<file path="src/rtl/aes_key_schedule.sv">
// Iterative AES-128 key expansion: latches the cipher key and produces round keys
// 0..NR on request, one 32-bit word per cycle through a single shared SubWord.
module aes_key_schedule #(
    parameter int word_size  = 8,
    parameter int array_size = 16,
    parameter int NR         = 10
) (
    input  logic                                clk,
    input  logic                                rst,
    input  logic [word_size*array_size-1:0]     key_in,
    input  logic                                start,
    input  logic                                next,
    output logic [word_size*array_size-1:0]     round_key,
    output logic [3:0]                          round_num,
    output logic                                key_valid,
    output logic                                busy,
    output logic                                done
);

    localparam int KW = word_size * array_size;
    localparam logic [3:0] LAST_ROUND = 4'(NR);

    // FIPS-197 S-box; entry i sits at bits [8*(255-i) +: 8].
    localparam logic [2047:0] SBOX = {
        128'h637c777bf26b6fc53001672bfed7ab76,
        128'hca82c97dfa5947f0add4a2af9ca472c0,
        128'hb7fd9326363ff7cc34a5e5f171d83115,
        128'h04c723c31896059a071280e2eb27b275,
        128'h09832c1a1b6e5aa0523bd6b329e32f84,
        128'h53d100ed20fcb15b6acbbe394a4c58cf,
        128'hd0efaafb434d338545f9027f503c9fa8,
        128'h51a3408f929d38f5bcb6da2110fff3d2,
        128'hcd0c13ec5f974417c4a77e3d645d1973,
        128'h60814fdc222a908846eeb814de5e0bdb,
        128'he0323a0a4906245cc2d3ac629195e479,
        128'he7c8376d8dd54ea96c56f4ea657aae08,
        128'hba78252e1ca6b4c6e8dd741f4bbd8b8a,
        128'h703eb5664803f60e613557b986c11d9e,
        128'he1f8981169d98e949b1e87e9ce5528df,
        128'h8ca1890dbfe6426841992d0fb054bb16
    };

    typedef enum logic [1:0] {IDLE, READY, EXPAND} state_t;

    state_t     state;
    logic [7:0] rcon;
    logic [1:0] cnt;

    function automatic logic [7:0] sbox(input logic [7:0] b);
        logic [10:0] base;
        base = {~b, 3'b000};
        return SBOX[base +: 8];
    endfunction

    function automatic logic [7:0] xtime(input logic [7:0] v);
        return {v[6:0], 1'b0} ^ (v[7] ? 8'h1b : 8'h00);
    endfunction

    logic [31:0] w0, w1, w2, w3;
    logic [31:0] rot_w3, sub_w3, prev_word, new_word;
    logic [KW-1:0] next_key;

    assign w0 = round_key[127:96];
    assign w1 = round_key[95:64];
    assign w2 = round_key[63:32];
    assign w3 = round_key[31:0];

    // Words are rewritten in place, so word c-1 already holds its new value when word c is updated.
    always_comb begin
        rot_w3 = {w3[23:0], w3[31:24]};
        sub_w3 = {sbox(rot_w3[31:24]), sbox(rot_w3[23:16]),
                  sbox(rot_w3[15:8]),  sbox(rot_w3[7:0])};
        prev_word = 32'h0;
        new_word  = 32'h0;
        next_key  = round_key;
        case (cnt)
            2'd0: begin
                prev_word = sub_w3 ^ {rcon, 24'h000000};
                new_word  = w0 ^ prev_word;
                next_key[127:96] = new_word;
            end
            2'd1: begin
                prev_word = w0;
                new_word  = w1 ^ prev_word;
                next_key[95:64] = new_word;
            end
            2'd2: begin
                prev_word = w1;
                new_word  = w2 ^ prev_word;
                next_key[63:32] = new_word;
            end
            default: begin
                prev_word = w2;
                new_word  = w3 ^ prev_word;
                next_key[31:0] = new_word;
            end
        endcase
    end

    // valid/ready: a round key is offered while key_valid=1 and held until next is accepted;
    // next is only honoured in READY, start is honoured in any state and wins over next.
    always_ff @(posedge clk or posedge rst) begin
        if (rst) begin
            state     <= IDLE;
            round_key <= '0;
            round_num <= 4'd0;
            key_valid <= 1'b0;
            busy      <= 1'b0;
            done      <= 1'b0;
            rcon      <= 8'h01;
            cnt       <= 2'd0;
        end else if (start) begin
            state     <= READY;
            round_key <= key_in;
            round_num <= 4'd0;
            key_valid <= 1'b1;
            busy      <= 1'b0;
            done      <= 1'b0;
            rcon      <= 8'h01;
            cnt       <= 2'd0;
        end else begin
            case (state)
                READY: begin
                    if (next && round_num != LAST_ROUND) begin
                        key_valid <= 1'b0;
                        busy      <= 1'b1;
                        cnt       <= 2'd0;
                        state     <= EXPAND;
                    end
                end
                EXPAND: begin
                    round_key <= next_key;
                    cnt       <= cnt + 2'd1;
                    if (cnt == 2'd3) begin
                        round_num <= round_num + 4'd1;
                        rcon      <= xtime(rcon);
                        key_valid <= 1'b1;
                        busy      <= 1'b0;
                        done      <= (round_num + 4'd1 == LAST_ROUND);
                        state     <= READY;
                    end
                end
                default: ;
            endcase
        end
    end

endmodule

</file>
<file path="config.mk">
export PLATFORM = sky130hd
export DESIGN_NAME = aes_key_schedule
export DESIGN_NICKNAME = d
export VERILOG_FILES = /design/src/rtl/aes_key_schedule.sv
export SDC_FILE = /design/constraint.sdc
export NUM_CORES = 1
export LEC_CHECK = 0
export BUFFER_PORTS_ARGS = -buffer_cell sky130_fd_sc_hd__buf_4
export CAP_MARGIN = 40
export CORE_ASPECT_RATIO = 1.1
export CORE_MARGIN = 2
export CORE_UTILIZATION = 40
export CTS_BUF_LIST = sky130_fd_sc_hd__clkbuf_8 sky130_fd_sc_hd__clkbuf_16
export DETAILED_ROUTE_END_ITERATION = 8
export PLACE_DENSITY_LB_ADDON = 0.1
export SYNTH_ARGS = -nofsm -noshare
export SYNTH_HDL_FRONTEND = slang
export SYNTH_SLANG_ARGS = --single-unit
export TNS_END_PERCENT = 1
</file>
<file path="constraint.sdc">
create_clock -name clk -period 5.7 [get_ports clk]
set_input_delay 1.14 -clock clk [delete_from_list [all_inputs] [get_ports clk]]
set_output_delay 1.14 -clock clk [all_outputs]
set_load 0.02 [all_outputs]
</file>
==> flow_metrics.env <==
export IMPL_cts_htree_levels=4
export IMPL_syn_nets=3185
export IMPL_die_w_um=222
export IMPL_setup_tns_ns=0
export IMPL_postCtsSetupBuffers=0
export IMPL_grtUsageMet2=0.585
export IMPL_syn_area_per_cell_um2=7.02
export IMPL_cp_arrival_ns=4.36
export IMPL_grt_first_pass_wirelength_um=155000
export IMPL_dpl_hpwl_um=73100
export IMPL_antenna_left=0
export IMPL_synth_edf_count=0
export IMPL_cts_resized=0
export IMPL_rows=87
export IMPL_io_buffers=266
export IMPL_end_kind="flop"
export IMPL_final_max_slew_viol_count=0
export IMPL_drive_gt1_frac=0.154
export IMPL_clk_pin_slew_ns=0.07
export IMPL_power_density_nw_per_um2=230
export IMPL_netlist_instances=2986
export IMPL_synthToLayoutAreaGrowth_pct=11.8
export IMPL_start_kind="flop"
export IMPL_cts_root_buffer="clkbuf_16"
export IMPL_grt_usage=0.371
export IMPL_dr_pass1_iters=7
export IMPL_antenna_found_initial=2
export IMPL_finalSetupViolations=0
export IMPL_clock_latency_ns=0.49
export IMPL_cts_tree="done"
export IMPL_post_dp_cell_area_um2=22900
export IMPL_top_usage_layer="met2"
export IMPL_synth_seq_cells=146
export IMPL_p_leak_nw=8.88
export IMPL_drc_errors=0
export IMPL_synthFlopType="dfrtp_1"
export IMPL_start_util=0.407
export IMPL_die_h_um=244
export IMPL_switching_power_w=0.00266
export IMPL_cts_buffer_depth=2
export IMPL_antenna_cells=0
export IMPL_cts_buffers=17
export IMPL_cap_violations=0
export IMPL_gp_congestion=1.07
export IMPL_synth_cell_types=98
export IMPL_finalCritPeriodShare=0.701
export IMPL_irDropWorstVdd_mv=0.184
export IMPL_yosysSeqAreaShare=0.174
export IMPL_startpoint="round_key[24]"
export IMPL_fin_crit_ns=3.99
export IMPL_fin_nets=3202
export IMPL_syn_cell_area_um2=20900
export IMPL_io_pins=267
export IMPL_r2r_end="round_key[97]"
export IMPL_hold_buffers=0
export IMPL_core_area_um2=51500
export IMPL_design_area_um2=23400
export IMPL_skew_ns=0.0122
export IMPL_rrSetupSlack_ns=1.71
export IMPL_maxSlewHeadroom=0.344
export IMPL_r2r_cells=11
export IMPL_grt_pass1_vias=23349
export IMPL_use_met3=0.0739
export IMPL_status="finished clean"
export IMPL_clock_sink_count=146
export IMPL_cp_required_ns=6.06
export IMPL_vias=25544
export IMPL_max_freq_mhz=250
export IMPL_worstPathMaxFanout=27
export IMPL_tightest_slew_ns=0.972
export IMPL_ys_warn_count=0
export IMPL_p_clk_frac=0.209
export IMPL_hp_class="reg -> reg"
export IMPL_rsz0062_at_grt="false"
export IMPL_path_class="reg -> reg"
export IMPL_use_met1=0.484
export IMPL_switching_share=0.495
export IMPL_combPwrFrac=0.529
export IMPL_grt_start_max_net_pins=145
export IMPL_die_area_um2=54200
export IMPL_fillCellCount=5368
export IMPL_synthArstFlopShare=1.00
export IMPL_seqPwrFrac=0.262
export IMPL_grt_overflow=0
export IMPL_drtIter0Drc=4766
export IMPL_critPathCapture="round_key[97]"
export IMPL_p_int_w=0.00272
export IMPL_finalWirelength_um=105000
export IMPL_via_per_inst=6.94
export IMPL_routedWlPerCell_um=28.4
export IMPL_finalHoldViolations=0
export IMPL_rr_startpoint="round_key[24]"
worst min-delay path by stage:
stage | slack (ns) | cells after the start | end | start
global route | 0.56 | 1 | cnt[0] | state[0]
floorplan | 0.48 | 1 | cnt[0] | state[0]
detailed placement | 0.52 | 1 | cnt[0] | state[0]
global placement | 0.51 | 2 | key_valid | key_valid
finish | 0.55 | 2 | done | done
CTS | 0.54 | 1 | cnt[0] | state[0]
cells in the final DEF (no fill, tap or decap), types with 21 or more instances in the layout:
cell type	count
nand2_1	411
buf_4	321
o21ai_0	292
nor2_1	174
a21oi_1	173
dfrtp_1	130
nand3_1	108
nand2b_1	93
xor2_1	89
nor2b_1	84
nor3_1	76
ha_1	67
o211ai_1	63
a311oi_1	63
a31oi_1	55
a211oi_1	47
xnor2_1	45
o311ai_0	39
inv_1	34
o31ai_1	32
and2_1	31
nand4_1	24
o22ai_1	24
mux4_2	23
a211o_1	21
and3_1	21
Yosys cell counts (all sizes together) (39+ instances only):
library cell	count	area [um2]
a21oi	174	875
nor2b	84	526
o211ai	63	473
nor2	179	684
o21ai	311	1560
nand3	108	541
dfrtp	145	3630
a31oi	55	344
a211oi	47	353
nand2b	93	582
xor2	89	780
buf	165	858
nor3	77	390
nand2	412	1550
clkbuf	160	607
xnor2	45	394
a311oi	63	552
o311ai	43	377
ha	67	838
inv	39	146
registers in the layout, indices dropped and copies added, names as in the netlist:
name and flops:
round_key 128, rcon 8, round_num 4, cnt 2
busy 1, done 1, key_valid 1, state 1
through the flow:
| step | std cells | util | hold WS, ns | total power, W | setup WS (ns) |
|---|---|---|---|---|---|
| final | 3683 | 0.455 | 0.547 | 0.00538 | 1.71 |
| after global placement | 3647 | 0.442 | 0.511 | 0.00415 | 1.85 |
| after detailed placement | 3651 | 0.444 | 0.524 | 0.00414 | 1.89 |
| after global routing | 3683 | 0.455 | 0.559 | 0.00561 | 1.57 |
| after floorplan | 2986 | - | 0.477 | 0.00315 | 0.639 |
| after CTS | 3683 | 0.455 | 0.539 | 0.00528 | 1.87 |
routing by layer:
| layer | vias up | part of all wire | wire, um |
|---|---|---|---|
| li1 | 11108 | - | - |
| met1 | 12085 | 0.39 | 40800 |
| met2 | 1940 | 0.45 | 47100 |
| met3 | 407 | 0.10 | 10700 |
| met4 | 4 | 0.057 | 5910 |
| met5 | - | 0.00022 | 23 |
area by class of cell:
| class | count | area, um2 | share of cell area |
|---|---|---|---|
| clock inverters | 15 | 124 | 0.00529 |
| repair buffers | 328 | 2550 | 0.109 |
| multi-input cells | 2465 | 15600 | 0.667 |
| clock buffers | 17 | 425 | 0.0182 |
| well taps | 667 | 835 | 0.0356 |
| flip-flops and latches | 146 | 3680 | 0.157 |
| inverters | 45 | 174 | 0.00743 |
critical path, cell delays in order, from the launching register on:
cell and delay [ns]:
dfrtp_1 0.33, buf_4 0.32, clkinv_1 0.40, ha_1 0.63
nand2_1 0.15, o21ai_0 0.10, mux4_2 0.46, a221oi_1 0.46
a2111oi_0 0.12, nor4_1 0.49, xor2_1 0.12, mux2_2 0.28
cells by family after synthesis:
kind of cell | Yosys count | share of synthesized area
buffers and inverters | 375 | 0.0801
adders and majority gates | 68 | 0.0405
DFF | 146 | 0.174
and+or+nand+nor | 1150 | 0.268
xor gates and xnor gates | 134 | 0.0560
muxes | 57 | 0.0418
AOI/OAI and AO/OA | 1056 | 0.339
power groups by stage:
stage               combinational (W)  sequential (W)  clock, W
finish                        0.00284         0.00141   0.00113
global route                  0.00299         0.00142   0.00120
CTS                           0.00273         0.00140   0.00115
detailed placement            0.00272         0.00142         0
global placement              0.00273         0.00142         0
floorplan                     0.00177         0.00138         0
Power figures use the tool's default switching activity.
